===== config.mk =====
export PLATFORM = sky130hd
export DESIGN_NAME = mul_seq
export DESIGN_NICKNAME = d
export VERILOG_FILES = /design/src/rtl/mul_pkg.sv /design/src/rtl/add_cout.sv /design/src/rtl/mul_seq.sv
export SDC_FILE = /design/constraint.sdc
export NUM_CORES = 1
export LEC_CHECK = 0
export ABC_AREA = 1
export BUFFER_PORTS_ARGS = -buffer_cell sky130_fd_sc_hd__buf_4
export CAP_MARGIN = 20
export CELL_PAD_IN_SITES_DETAIL_PLACEMENT = 1
export CELL_PAD_IN_SITES_GLOBAL_PLACEMENT = 1
export CORE_AREA = 2 2 183 95
export DETAILED_ROUTE_END_ITERATION = 8
export DIE_AREA = 0 0 185 97
export PLACE_DENSITY_LB_ADDON = 0.12
export SLEW_MARGIN = 20
export SYNTH_ARGS = -nofsm -noshare
export SYNTH_HDL_FRONTEND = slang
export SYNTH_SLANG_ARGS = --single-unit
export TNS_END_PERCENT = 10

===== constraint.sdc =====
create_clock -name clk -period 6 [get_ports clk]
set_clock_uncertainty 0.1 [all_clocks]
set_input_delay 0.6 -clock clk [delete_from_list [all_inputs] [get_ports clk]]
set_output_delay 0.6 -clock clk [all_outputs]
set_load 0.03 [all_outputs]

===== src/rtl/mul_pkg.sv =====
// Shared types and default sizing for the iterative multiplier.
package mul_pkg;

    typedef enum logic [1:0] {
        IDLE,
        BUSY,
        DONE
    } mul_state_t;

    localparam int MUL_WIDTH = 32;

endpackage


===== src/rtl/add_cout.sv =====
// Combinational WIDTH-bit adder with carry out; the ALU adder stage fed by mul_seq.
module add_cout #(
    parameter int WIDTH = 32
) (
    input  logic [WIDTH-1:0] a,
    input  logic [WIDTH-1:0] b,
    output logic [WIDTH-1:0] sum,
    output logic             cout
);

    assign {cout, sum} = {1'b0, a} + {1'b0, b};

endmodule


===== src/rtl/mul_seq.sv =====
// Iterative shift-and-add unsigned multiplier: one adder pass per cycle, WIDTH passes per product.
// Handshakes: a transfer happens on a rising edge where valid && ready; ready never depends on valid.
module mul_seq
    import mul_pkg::*;
#(
    parameter  int WIDTH = MUL_WIDTH,
    localparam int CNT_W = $clog2(WIDTH + 1)
) (
    input  logic               clk,
    input  logic               rst,
    input  logic               in_valid,
    output logic               in_ready,
    input  logic [WIDTH-1:0]   a,
    input  logic [WIDTH-1:0]   b,
    output logic               out_valid,
    input  logic               out_ready,
    output logic [2*WIDTH-1:0] product,
    output logic               busy
);

    mul_state_t         state;
    mul_state_t         state_next;
    logic [2*WIDTH-1:0] p;
    logic [WIDTH-1:0]   m;
    logic [CNT_W-1:0]   cnt;

    logic [WIDTH-1:0]   add_b;
    logic [WIDTH-1:0]   add_sum;
    logic               add_c;

    // Upper half of P accumulates; the multiplier bit sits in P[0] and shifts out.
    assign add_b = p[0] ? m : '0;

    add_cout #(
        .WIDTH(WIDTH)
    ) u_add (
        .a   (p[2*WIDTH-1:WIDTH]),
        .b   (add_b),
        .sum (add_sum),
        .cout(add_c)
    );

    always_ff @(posedge clk or posedge rst) begin
        if (rst) begin
            state <= IDLE;
        end else begin
            state <= state_next;
        end
    end

    always_comb begin
        state_next = state;
        case (state)
            IDLE:    if (in_valid) state_next = BUSY;
            BUSY:    if (cnt == CNT_W'(WIDTH - 1)) state_next = DONE;
            DONE:    if (out_ready) state_next = IDLE;
            default: state_next = IDLE;
        endcase
    end

    always_ff @(posedge clk or posedge rst) begin
        if (rst) begin
            p   <= '0;
            m   <= '0;
            cnt <= '0;
        end else begin
            case (state)
                IDLE: begin
                    if (in_valid) begin
                        m   <= a;
                        p   <= {{WIDTH{1'b0}}, b};
                        cnt <= '0;
                    end
                end
                BUSY: begin
                    // Carry re-enters at the top so the shifted partial product stays exact.
                    p   <= {add_c, add_sum, p[WIDTH-1:1]};
                    cnt <= cnt + CNT_W'(1);
                end
                default: ;
            endcase
        end
    end

    assign in_ready  = (state == IDLE);
    assign out_valid = (state == DONE);
    assign busy      = (state == BUSY);
    assign product   = p;

endmodule


==> flow_summary.toml <==
[sta]
hold_viol = 0
max_freq_mhz = 310
period_minus_slack_ps = 3230
tightest_slew_ps = 1050
drv_slew = 0
tns_ps = 0
fin_crit_sh_pct = 53.8
rsz0062_at_grt = "false"
setup_viol = 0
slew-limit-headroom_pct = 29.8
setup_slack_ps = 2770

[placed_design]
gp_congestion = 0.908
portBuffers = 134
dp_hpwl_um = 16800
dpl_worst_slack_ps = 2700

[run]
max_cap_viol_count = 0

[die]
design.die.area_um2 = 17900
ioPinCount = 135
fp-row-count = 33
core_area_um2 = 16200
start_util_pct = 42.0
die_y_um = 97
die_w_um = 185

[final_layout]
antenna_cells = 0
mostFrequentLayoutCells = "415 x nand2_1, 185 x inv_1, 138 x buf_4, 104 x dfrtp_1, 55 x a21oi_1"
layout-drive-gt1-share_pct = 16.0
fillers = 2209
regArea_um2 = 2600
layout.nets = 1245
area_growth_pct = 22.0
multi_input_area_um2 = 3340
layout_commonest_cell = "nand2_1"

[worst_setup_path]
critPathMaxStageDelay_ps = 780
crit_chain = "nand2_2 > inv_2 > nor2_4 > buf_4 > nand2_1 > o21ai_1"
critPathMaxFanout = 50
end_kind = "flop"
path_delay_family = "simple AND/OR/NAND/NOR gates"
crit_required_ps = 6190
slowest_stage = "nand2_2"
cp.arrival_ps = 3420
cp-start-kind = "flop"
worstSetupPathType = "reg2reg"
worst-path-buf-inv = 2

[synthesis]
synth_cell_types = 35
yosysWarnings = 0
yosysTopAreaCellShare_pct = 38.3
ys_seq_area_share_pct = 38.3
netlist_instances = 1021
syn_nets = 1123
synthTopCellsByArea = "dfrtp_1 38%, nand2_1 23%, inv_1 10%"
synth-seq-cells = 104
synth_area_um2 = 6800
synth.avg_cell_area_um2 = 6.66
yosysTopAreaCell = "dfrtp_1"

[route]
drt-initial-drc-count = 240
vias = 6784
drt_first_pass_iters = 4
drc = 0
ant_nets = 0
wl_per_cell_um = 15.9
wl_um = 21900
vias_per_cell = 4.93

[clocking]
cts_tree = "built"
clk_path_buf_depth = 2
h-tree-depth = 3
hold_buffers = 0
cts_resized = 0
cts-root-buf = "clkbuf_16"
post-cts-setup-buffers = 0
clock_sinks = 104
cts_made_buffers = 9
clkLatencyLatePin_ps = 370
clk_pin_slew_ps = 80

[grt]
gr-total-overflow = 0
grt_pass1_vias = 7135
grt_antenna_before_repair = 0
grt_pass1_wl_um = 36100
grt.total_usage_pct = 25.5
grt_max_degree = 67

[run_status]
status = "completed"

[pwr]
max-vdd-ir-drop_mv = 0.321
power_mw = 4.93
leakagePower_nw = 4.99
powerDensity_nw_per_um2 = 594

[hold_path]
hold_class = "in2async"
[power by group]
part           internal, mW  switching, mW  total [mW]
combinational          1.02           2.02        3.04
clock                 0.288          0.298       0.586
sequential             1.03          0.272        1.30
total                  2.34           2.59        4.93
[cell type report]
class / instances / area share, %
well taps: 227 / 3.42
repair buffers: 139 / 12.8
inverters: 190 / 8.63
multi-input cells: 699 / 40.3
flip-flops and latches: 104 / 31.4
clock buffers: 10 / 2.76
clock inverters: 6 / 0.664
[stage by stage]
stage | util, % | hold WS (ps) | cell area [um2] | instances
CTS | 51.2 | 247 | 8290 | 1375
floorplan | - | 349 | 6800 | 1021
finish | 51.2 | 216 | 8290 | 1375
global placement | 49.3 | 365 | 7980 | 1358
detailed placement | 49.5 | 367 | 8010 | 1359
global route | 51.2 | 265 | 8290 | 1375
[per-layer routing]
| metal | up-vias | wire, um | track usage (%) | part of all wire (%) |
|---|---|---|---|---|
| li1 | 3378 | - | - | - |
| met1 | 3277 | 10200 | 32.5 | 47 |
| met2 | 115 | 10400 | 44.1 | 47 |
| met3 | 14 | 1070 | 6.40 | 4.9 |
| met4 | 0 | 236 | 4.58 | 1.1 |
| met5 | - | 0 | 0 | 0 |
[flip-flops by register name, indices dropped and copies added, names as in the netlist]
| name | cells |
|---|---|
| cnt | 6 |
| m | 32 |
| product | 64 |
| state | 2 |
[synth_stat cells, drive strengths merged]
cell / count
xnor2: 2
nand3b: 3
nor3: 6
dfrtp: 104
a22o: 1
o21bai: 3
or2: 3
o22ai: 33
ha: 33
o21ai: 22
nand2: 423
nor2: 53
nand3: 45
nand4: 3
clkbuf: 9
fa: 1
buf: 19
inv: 190
a21oi: 62
a32o: 2
a21o: 1
o31ai: 1
o311ai: 1
xor2: 1
[worst register-to-register path, delay by kind of cell, from the launching register on]
| kind | cells | cell delay [ps] |
|---|---|---|
| AOI/OAI and AO/OA | 1 | 80 |
| buffers and inverters | 2 | 970 |
| and+or+nand+nor | 3 | 1580 |
| DFF | 1 | 430 |
[worst paths after layout]
| check | cells past startpoint | start | slack (ps) | endpoint |
|---|---|---|---|---|
| setup reg to reg | 6 | state[0] | 2770 | product[48] |
| hold / removal | 2 | rst | 220 | product[11] |
| hold reg to reg | 2 | m[10] | 380 | m[10] |
| min in group clk | 3 | a[1] | 330 | m[1] |
| max in group asynchronous | 3 | rst | 4360 | product[53] |
| setup / recovery | 6 | state[0] | 2770 | product[48] |
[kinds of logic after synthesis]
group           Yosys count  synth area share (%)
compound gates          126                  10.8
flops                   104                  38.3
xor+xnor                  3                 0.386
buf+inv                 218                  12.6
fa+ha+maj                34                  6.37
simple gates            536                  31.6
Power figures use the tool's default switching activity.
